===== config.mk =====
export PLATFORM = sky130hd
export DESIGN_NAME = alu_serial
export DESIGN_NICKNAME = d
export VERILOG_FILES = /design/src/rtl/alu_serial.sv
export SDC_FILE = /design/constraint.sdc
export NUM_CORES = 1
export LEC_CHECK = 0
export CAP_MARGIN = 5
export CORE_UTILIZATION = 45
export CTS_CLUSTER_DIAMETER = 40
export DETAILED_ROUTE_END_ITERATION = 10
export PLACE_DENSITY_LB_ADDON = 0.15
export RECOVER_POWER = 50
export SLEW_MARGIN = 5
export SYNTH_ARGS = -nofsm -noshare
export SYNTH_HDL_FRONTEND = slang
export SYNTH_SLANG_ARGS = --single-unit

===== constraint.sdc =====
create_clock -name clk_i -period 4.3 [get_ports clk_i]
set_clock_uncertainty 0.05 [all_clocks]
set_input_delay 0.86 -clock clk_i [delete_from_list [all_inputs] [get_ports clk_i]]
set_output_delay 0.86 -clock clk_i [all_outputs]
set_load 0.01 [all_outputs]

===== src/rtl/alu_serial.sv =====
// Digit-serial ALU: consumes LSB-first operand digits, streams registered result digits one
// cycle later and reports end-of-operation flags when the last digit retires.
module alu_serial #(
  parameter int unsigned XLEN  = 32,
  parameter int unsigned DIGIT = 1
) (
  input  logic             clk_i,
  input  logic             rst_ni,
  input  logic [2:0]       alu_op_i,
  input  logic             alu_start_i,
  input  logic             alu_valid_i,
  input  logic [DIGIT-1:0] rs1_i,
  input  logic [DIGIT-1:0] rs2_i,
  output logic [DIGIT-1:0] res_o,
  output logic             res_valid_o,
  output logic             busy_o,
  output logic             done_o,
  output logic             flag_z_o,
  output logic             flag_c_o,
  output logic             flag_n_o,
  output logic             flag_v_o,
  output logic             flag_lt_o
);

  localparam int unsigned NDIG = XLEN / DIGIT;
  localparam int unsigned IdxW = (NDIG > 1) ? $clog2(NDIG) : 1;
  localparam logic [IdxW-1:0] LastIdx = IdxW'(NDIG - 1);

  typedef enum logic [2:0] {
    OpAdd  = 3'b000,
    OpSub  = 3'b001,
    OpXor  = 3'b010,
    OpAnd  = 3'b011,
    OpOr   = 3'b100,
    OpSlt  = 3'b101,
    OpSltu = 3'b110,
    OpRsvd = 3'b111
  } op_e;

  typedef enum logic [0:0] {
    StIdle = 1'b0,
    StBusy = 1'b1
  } state_e;

  state_e           state_q, state_d;
  op_e              op_q, op_d;
  logic [IdxW-1:0]  idx_q, idx_d;
  logic             carry_q, carry_d;
  logic             zacc_q, zacc_d;
  logic [DIGIT-1:0] res_q, res_d;
  logic             res_valid_q, res_valid_d;
  logic             done_q, done_d;
  logic             fz_q, fz_d, fc_q, fc_d, fn_q, fn_d, fv_q, fv_d, flt_q, flt_d;

  logic             start_beat, cont_beat, accept, last;
  op_e              op_cur;
  logic             is_sub, is_arith, cin;
  logic [DIGIT-1:0] b_eff, sum, dp, out_dig;
  logic [DIGIT:0]   cy;
  logic [IdxW-1:0]  idx_cur;
  logic             zero_cur;
  logic             new_z, new_c, new_n, new_v, new_lt;

  // Beat decode and per-digit datapath
  always_comb begin
    start_beat = alu_valid_i & alu_start_i;
    cont_beat  = alu_valid_i & ~alu_start_i & (state_q == StBusy);
    accept     = start_beat | cont_beat;
    op_cur     = start_beat ? op_e'(alu_op_i) : op_q;
    is_sub     = (op_cur == OpSub) || (op_cur == OpSlt) || (op_cur == OpSltu);
    is_arith   = is_sub || (op_cur == OpAdd);
    // The start beat seeds the chain; later beats continue from the stored carry.
    cin        = start_beat ? is_sub : carry_q;
    b_eff      = is_sub ? ~rs2_i : rs2_i;

    cy[0] = cin;
    sum   = '0;
    for (int i = 0; i < int'(DIGIT); i++) begin
      sum[i]  = rs1_i[i] ^ b_eff[i] ^ cy[i];
      cy[i+1] = (rs1_i[i] & b_eff[i]) | (cy[i] & (rs1_i[i] ^ b_eff[i]));
    end

    dp      = '0;
    out_dig = '0;
    unique case (op_cur)
      OpAdd, OpSub: begin
        dp      = sum;
        out_dig = sum;
      end
      OpXor: begin
        dp      = rs1_i ^ rs2_i;
        out_dig = dp;
      end
      OpAnd: begin
        dp      = rs1_i & rs2_i;
        out_dig = dp;
      end
      OpOr: begin
        dp      = rs1_i | rs2_i;
        out_dig = dp;
      end
      // Compares stream zeros; the outcome leaves on flag_lt only.
      OpSlt, OpSltu: begin
        dp      = sum;
        out_dig = '0;
      end
      default: begin
        dp      = '0;
        out_dig = '0;
      end
    endcase

    idx_cur  = start_beat ? '0 : idx_q + 1'b1;
    last     = (idx_cur == LastIdx);
    zero_cur = (start_beat | zacc_q) & (dp == '0);

    new_c  = is_arith & cy[DIGIT];
    new_v  = is_arith & (cy[DIGIT-1] ^ cy[DIGIT]);
    new_n  = dp[DIGIT-1];
    new_z  = (op_cur != OpRsvd) & zero_cur;
    new_lt = 1'b0;
    if (op_cur == OpSlt) begin
      new_lt = new_n ^ new_v;
    end else if (op_cur == OpSltu) begin
      new_lt = ~new_c;
    end
  end

  // Next-state
  always_comb begin
    state_d     = state_q;
    op_d        = op_q;
    idx_d       = idx_q;
    carry_d     = carry_q;
    zacc_d      = zacc_q;
    res_d       = res_q;
    res_valid_d = 1'b0;
    done_d      = 1'b0;
    fz_d        = fz_q;
    fc_d        = fc_q;
    fn_d        = fn_q;
    fv_d        = fv_q;
    flt_d       = flt_q;

    if (accept) begin
      op_d        = op_cur;
      idx_d       = idx_cur;
      zacc_d      = zero_cur;
      res_d       = out_dig;
      res_valid_d = 1'b1;
      if (is_arith) begin
        carry_d = cy[DIGIT];
      end
      if (last) begin
        state_d = StIdle;
        done_d  = 1'b1;
        fz_d    = new_z;
        fc_d    = new_c;
        fn_d    = new_n;
        fv_d    = new_v;
        flt_d   = new_lt;
      end else begin
        state_d = StBusy;
        if (start_beat) begin
          fz_d  = 1'b0;
          fc_d  = 1'b0;
          fn_d  = 1'b0;
          fv_d  = 1'b0;
          flt_d = 1'b0;
        end
      end
    end
  end

  always_ff @(posedge clk_i) begin
    if (!rst_ni) begin
      state_q     <= StIdle;
      op_q        <= OpAdd;
      idx_q       <= '0;
      carry_q     <= 1'b0;
      zacc_q      <= 1'b0;
      res_q       <= '0;
      res_valid_q <= 1'b0;
      done_q      <= 1'b0;
      fz_q        <= 1'b0;
      fc_q        <= 1'b0;
      fn_q        <= 1'b0;
      fv_q        <= 1'b0;
      flt_q       <= 1'b0;
    end else begin
      state_q     <= state_d;
      op_q        <= op_d;
      idx_q       <= idx_d;
      carry_q     <= carry_d;
      zacc_q      <= zacc_d;
      res_q       <= res_d;
      res_valid_q <= res_valid_d;
      done_q      <= done_d;
      fz_q        <= fz_d;
      fc_q        <= fc_d;
      fn_q        <= fn_d;
      fv_q        <= fv_d;
      flt_q       <= flt_d;
    end
  end

  assign res_o       = res_q;
  assign res_valid_o = res_valid_q;
  assign busy_o      = (state_q == StBusy);
  assign done_o      = done_q;
  assign flag_z_o    = fz_q;
  assign flag_c_o    = fc_q;
  assign flag_n_o    = fn_q;
  assign flag_v_o    = fv_q;
  assign flag_lt_o   = flt_q;

endmodule


* Yosys cells after proc, flatten, opt, wreduce, memory -nomap -nowiden
Cells that the tools add are included.
** Word-level totals
- Register bits :: 19
- Bits in latches :: 0
- Bits in writable memories :: 0
- Bits in read-only memories :: 0
- Bits of input ports :: 9
- Output and inout bits :: 9
- Logic and storage cells :: 72
- Memories kept :: 0
** Cells by class
- Add/subtract/negate cells :: 1
- $mul :: 0
- Div/mod/pow operators :: 0
- Magnitude comparators :: 0
- Eq/ne operators :: 8
- Shift-type cells :: 0
- Mux-type cells :: 17
- Bitwise logic cells :: 23
- Reduce and logical (&&, ||, !) cells :: 10
** Operator list (number)
- two-way mux 1 bit :: 13
- bitwise AND 1 bit :: 10
- == test 3 bit, second input constant :: 3
- case mux 1 bit (4 select lines) :: 2
- == test 3 x 2 -> 1 bit, second input constant :: 2
- AND reduction 2 bit :: 3
- adder 5 x 1 -> 5 bit, second input constant :: 1
- == test 5 bit, second input constant :: 1
- two-way mux 5 bit :: 1
- bitwise XOR 1 bit :: 5
- inverter 1 bit :: 4
- OR 1 bit :: 4
- OR reduction 4 bit :: 1
- == test 3 x 1 -> 1 bit, second input constant :: 1
- zero test 3 bit :: 1
- logical OR 1 bit :: 3
- two-way mux 3 bit :: 1
- != test 3 bit, second input constant :: 1
- nonzero test 2 bit :: 1
- OR reduction 2 bit :: 1

* Longest topological paths before layout
- Word-level depth :: 14
- Mapped depth :: 12
- Mapped depth without buffers :: 10

* Worst setup path after synthesis
OpenSTA, ideal clock, no wires.
- Path type :: input port to flip-flop
- Start point :: input alu_valid_i
- End point :: register flt_q (netlist: flag_lt_o)
- Setup time :: 0.125 ns
- Data arrival time :: 3.104 ns
- Data required time :: 4.125 ns
- Path slack :: 1.021 ns
- Cell stages on the path :: 11
- Buffers on the path :: 2
- Cells stage by stage :: buf_2 -> and2_4 -> buf_2 -> mux2_4 -> nand2_1 -> nand2_1 -> xnor2_1 -> fa_1 -> a221oi_4 -> a41o_1 -> o21ai_1
** Between the ends
- Cells in the longest elaborated chain, start to end :: 14
- Elaborated cells on any way between the ends :: 36
- Classes of those cells :: eq/ne: 7; mux: 8; bitwise: 14; reduce/logical: 7
** RTL lines
- from (decl) :: line 11 : input logic alu_valid_i,
- bitwise AND 1 bit :: line 66 : start_beat = alu_valid_i & alu_start_i;
- two-way mux 3 bit :: line 69 : op_cur = start_beat ? op_e'(alu_op_i) : op_q;
- == test 3 x 1 -> 1 bit / == test 3 bit (equally long branches) :: line 70, 85, 122
- logical OR 1 bit (2 in series) :: line 70 : is_sub = (op_cur == OpSub) || (op_cur == OpSlt) || (op_cur == OpSltu);
- two-way mux 1 bit :: line 74 : b_eff = is_sub ? ~rs2_i : rs2_i;
- bitwise XOR 1 bit :: line 79, 80
- bitwise AND 1 bit :: line 80 : cy[i+1] = (rs1_i[i] & b_eff[i]) | (cy[i] & (rs1_i[i] ^ b_eff[i]));
- OR 1 bit :: line 80
- bitwise XOR 1 bit / bitwise AND 1 bit (equally long branches) :: line 118, 117
- bitwise AND 1 bit / inverter 1 bit (equally long branches) :: line 118, 125
- bitwise XOR 1 bit / two-way mux 1 bit (equally long branches) :: line 123, 124
- two-way mux 1 bit :: line 122 : if (op_cur == OpSlt) begin
- two-way mux 1 bit :: line 154 : if (last) begin
- to (signal assigned) :: line 203 : flt_q <= flt_d;
- to (decl) :: line 53 : logic fz_q, fz_d, fc_q, fc_d, fn_q, fn_d, fv_q, fv_d, flt_q, flt_d;
Parallel ways exist; a longest one is shown, timed or not.
A chain may end at the register's enable or synchronous reset.

* Worst setup path after layout
- Start point :: input alu_start_i
- End point :: register flt_q (netlist: flag_lt_o)
** Between the ends
- Cells in the longest elaborated chain, start to end :: 14
- Elaborated cells on any way between the ends :: 37
- Classes of those cells :: eq/ne: 7; mux: 8; bitwise: 15; reduce/logical: 7
** RTL lines
- from (decl) :: line 10 : input logic alu_start_i,
- bitwise AND 1 bit (*) :: line 66
- two-way mux 3 bit :: line 69
- == test 3 x 1 -> 1 bit / == test 3 bit (equally long branches) :: line 70
- logical OR 1 bit (2 in series) :: line 70
- two-way mux 1 bit :: line 74
- bitwise XOR 1 bit :: line 80
- bitwise AND 1 bit :: line 80
- OR 1 bit (*) :: line 80
- via cy[1] :: line 59 : logic [DIGIT:0] cy;
- bitwise XOR 1 bit / bitwise AND 1 bit (equally long branches) :: line 118, 117
- bitwise AND 1 bit / inverter 1 bit (equally long branches) :: line 118, 125
- bitwise XOR 1 bit / two-way mux 1 bit (equally long branches) :: line 123, 124
- two-way mux 1 bit (*) :: line 122
- two-way mux 1 bit (*) :: line 154
Mark *: on every way through the listed nets, which the timed path passes. The rest lies on a longest branch.

==> impl_metrics.py <==
metrics = {
    "synthesis": {
        "synth_seq_cells": 19,
        "synth_warnings": 0,
        "synth_edf_count": 0,
        "syn-num-nets": 146,
        "synth_top_flop_cell": "dfxtp_1",
        "synth_area_sq_mm": 0.00118,
        "ys_seq_area_frac": 0.322,
        "synth_cells": 133,
        "syn-mean-instance-area_sq_um": 8.87,
        "synth_cell_types": 47,
        "async_reset_ff_frac": 0,
    },
    "cts": {
        "hold_buffers": 0,
        "worstSkewPairLatency_ns": 0.30,
        "cts_buffer_depth": 2,
        "post_cts_resize_count": 0,
        "ctsRootBufferMaster": "clkbuf_4",
        "cts_tree": "yes",
        "cts.sinks": 19,
        "clk_pin_slew_ns": 0.13,
        "cts_setup_buffers": 0,
        "cts_htree_levels": 1,
        "cts_inserted_buffers": 3,
    },
    "global_route": {
        "grt_pass1_wl_microns": 4240,
        "grt_max_degree": 20,
        "grt_overflow": 0,
        "grt_pass1_vias": 930,
        "antenna_found_initial": 0,
        "grt_util_all_layers": 0.205,
    },
    "die": {
        "fp.coreArea_sq_mm": 0.00248,
        "pin_count": 18,
        "die-area_sq_mm": 0.00283,
        "initial_utilization": 0.476,
        "die_w_microns": 53.2,
        "rows": 18,
        "die_h_microns": 53.2,
    },
    "sta": {
        "holdWs_ns": 0.406,
        "finalCritPeriodShare": 0.843,
        "setup_ws_ns": 0.675,
        "rsz0062_at_grt": "false",
        "fmax_mhz": 276,
        "hold_viol_final": 0,
        "finalSetupViolCount": 0,
        "max_slew_margin": 0.375,
        "min_period_ns": 3.63,
        "final_max_slew_viol_count": 0,
        "worst_slew_pin_slew_ns": 0.931,
        "finalSetupTns_ns": 0,
    },
    "power": {
        "irDropWorstVdd_mv": 0.206,
        "p_per_area_mw_per_mm2": 274,
        "p_leak_nw": 0.537,
    },
    "worst_setup_path": {
        "critPathMaxStageDelay_ns": 0.66,
        "worst_setup_path_start_kind": "primary input",
        "r2r.worst_path.cells": 10,
        "endpoint_kind": "register",
        "path_depth": 11,
        "path_common_cell": "nand2_1",
        "worstSetupPathType": "in2reg",
        "worstPathMaxFanout": 12,
        "path_buf_inv": 1,
        "required_ns": 4.48,
        "crit_arrival_ns": 3.81,
        "cp_slowest_cell": "dlygate4sd3_1",
        "path_cells": "dlygate4sd3_1 -> and2_4 -> mux2_4 -> nand2_1 -> nand2_1 -> xnor2_1 -> fa_1 -> nor4_1 -> o211ai_1 -> a41o_1 -> o21ai_1",
        "cp_top_family": "simple AND/OR/NAND/NOR gates",
    },
    "drt": {
        "vias_per_cell": 5.66,
        "drt-total-wl_microns": 2560,
        "drtAntennaViolNets": 0,
        "drt-initial-drc-count": 25,
        "drc": 0,
        "dr.pass1.iters": 4,
        "wl_per_cell_microns": 14.2,
        "vias": 1018,
    },
    "job": {
        "maxCapViolations": 0,
    },
    "outcome": {
        "run_status": "finished clean",
    },
    "final_layout": {
        "final_util": 0.562,
        "finalNetCount": 164,
        "area_growth_pct": 18.0,
        "antenna_cells": 0,
        "stdcell_count": 180,
        "layout-drive-gt1-share": 0.100,
    },
    "placed_design": {
        "dp_slack_ns": 0.476,
        "dp_cells": 176,
        "post-dp-hpwl_microns": 1870,
        "io_buffers": 17,
        "gp_congestion": 0.846,
    },
    "hold_path": {
        "min_path_cells": 2,
        "hp-class": "reg2reg",
    },
}
[per-layer routing]
metal,vias to the layer above,global-route usage,wire length (microns),share of wire
li1,510,-,-,-
met1,476,0.312,1330,0.52
met2,30,0.302,1100,0.43
met3,2,0.0345,112,0.044
met4,0,0.0263,8,0.0031
met5,-,0,0,0
[synthesized netlist by cell type (3+ instances only)]
| cell type | number | share of area |
|---|---|---|
| nand3_1 | 8 | 0.034 |
| nor2_1 | 6 | 0.019 |
| a21oi_1 | 6 | 0.025 |
| o21ai_1 | 6 | 0.025 |
| a21boi_1 | 5 | 0.032 |
| o21ai_0 | 3 | 0.013 |
| nand2_1 | 20 | 0.064 |
| dfxtp_1 | 19 | 0.32 |
| inv_1 | 3 | 0.0095 |
| and2_1 | 9 | 0.048 |
| nor2b_1 | 3 | 0.016 |
| ha_1 | 3 | 0.032 |
[power breakdown]
group	switching, mW	total, mW	internal [mW]
Clock	0.0643	0.0996	0.0353
Sequential	0.00475	0.187	0.182
Combinational	0.0534	0.0959	0.0425
Total	0.122	0.382	0.260
[metrics by stage]
stage	cell area (sq um)	total power, mW
after detailed placement	1370	0.287
final	1390	0.382
after global routing	1390	0.400
after global placement	1370	0.286
after CTS	1400	0.384
after floorplan	1180	0.259
[final timing paths]
check | startpoint | endpoint | slack [ns]
min reg2reg | res_o$_SDFFE_PN0P_ | res_o$_SDFFE_PN0P_ | 0.41
max | alu_start_i | flag_lt_o$_SDFFE_PN0P_ | 0.67
max reg2reg | op_q[0]$_SDFFE_PN0P_ | flag_lt_o$_SDFFE_PN0P_ | 1.50
min | res_o$_SDFFE_PN0P_ | res_o$_SDFFE_PN0P_ | 0.41
[worst register-to-register path, stage by stage, from the launching register on]
cell and delay (ns):
dfxtp_1 0.41, a21boi_0 0.45, nor2_1 0.15, nand2_1 0.12, nand2_1 0.07, xnor2_1 0.14
fa_1 0.48, nor4_1 0.31, o211ai_1 0.13, a41o_1 0.24, o21ai_1 0.16
[area by class of cell]
cell class / instances / area [sq um]
repair buffers: 18 / 174
well taps: 30 / 37.5
fillers: 247 / 1080
inverters: 3 / 11.3
multi-input cells: 106 / 759
clock inverters: 1 / 7.51
flip-flops and latches: 19 / 380
clock buffers: 3 / 22.5
[flip-flops by register name, summed over array words and instances, names as in the netlist]
| signal | cells |
|---|---|
| idx_q | 5 |
| res_valid_o | 1 |
| zacc_q | 1 |
| done_o | 1 |
| flag_v_o | 1 |
| res_o | 1 |
| flag_n_o | 1 |
| flag_c_o | 1 |
| flag_lt_o | 1 |
| flag_z_o | 1 |
| busy_o | 1 |
| carry_q | 1 |
| op_q | 3 |
[placed cells by master, fill, tap and decap left out, types with 2 or more instances in the layout]
master	Yosys	routed
clkbuf_4	0	3
inv_1	3	3
o211ai_1	2	2
o21ai_0	3	3
mux2i_1	2	2
xnor2_1	2	2
o21ai_1	6	6
nor2b_1	3	3
nor2_1	6	6
nand3_1	8	8
dfxtp_1	19	19
and2_1	9	8
dlygate4sd3_1	0	10
clkdlybuf4s50_1	0	7
xor2_1	2	2
a21oi_1	6	6
a21boi_1	5	4
and3_1	2	2
ha_1	3	3
nand2_1	20	20
[cells by family after synthesis]
kind of cell,after synthesis,synth area share
XOR/XNOR,5,0.0435
multiplexers,6,0.0679
AO/OA/AOI/OAI,32,0.207
adder cells (fa/ha/maj),4,0.0488
AND/OR/NAND/NOR,59,0.277
flip-flops,19,0.322
buffers and inverters,8,0.0339
(Power assumes the default switching activity.)
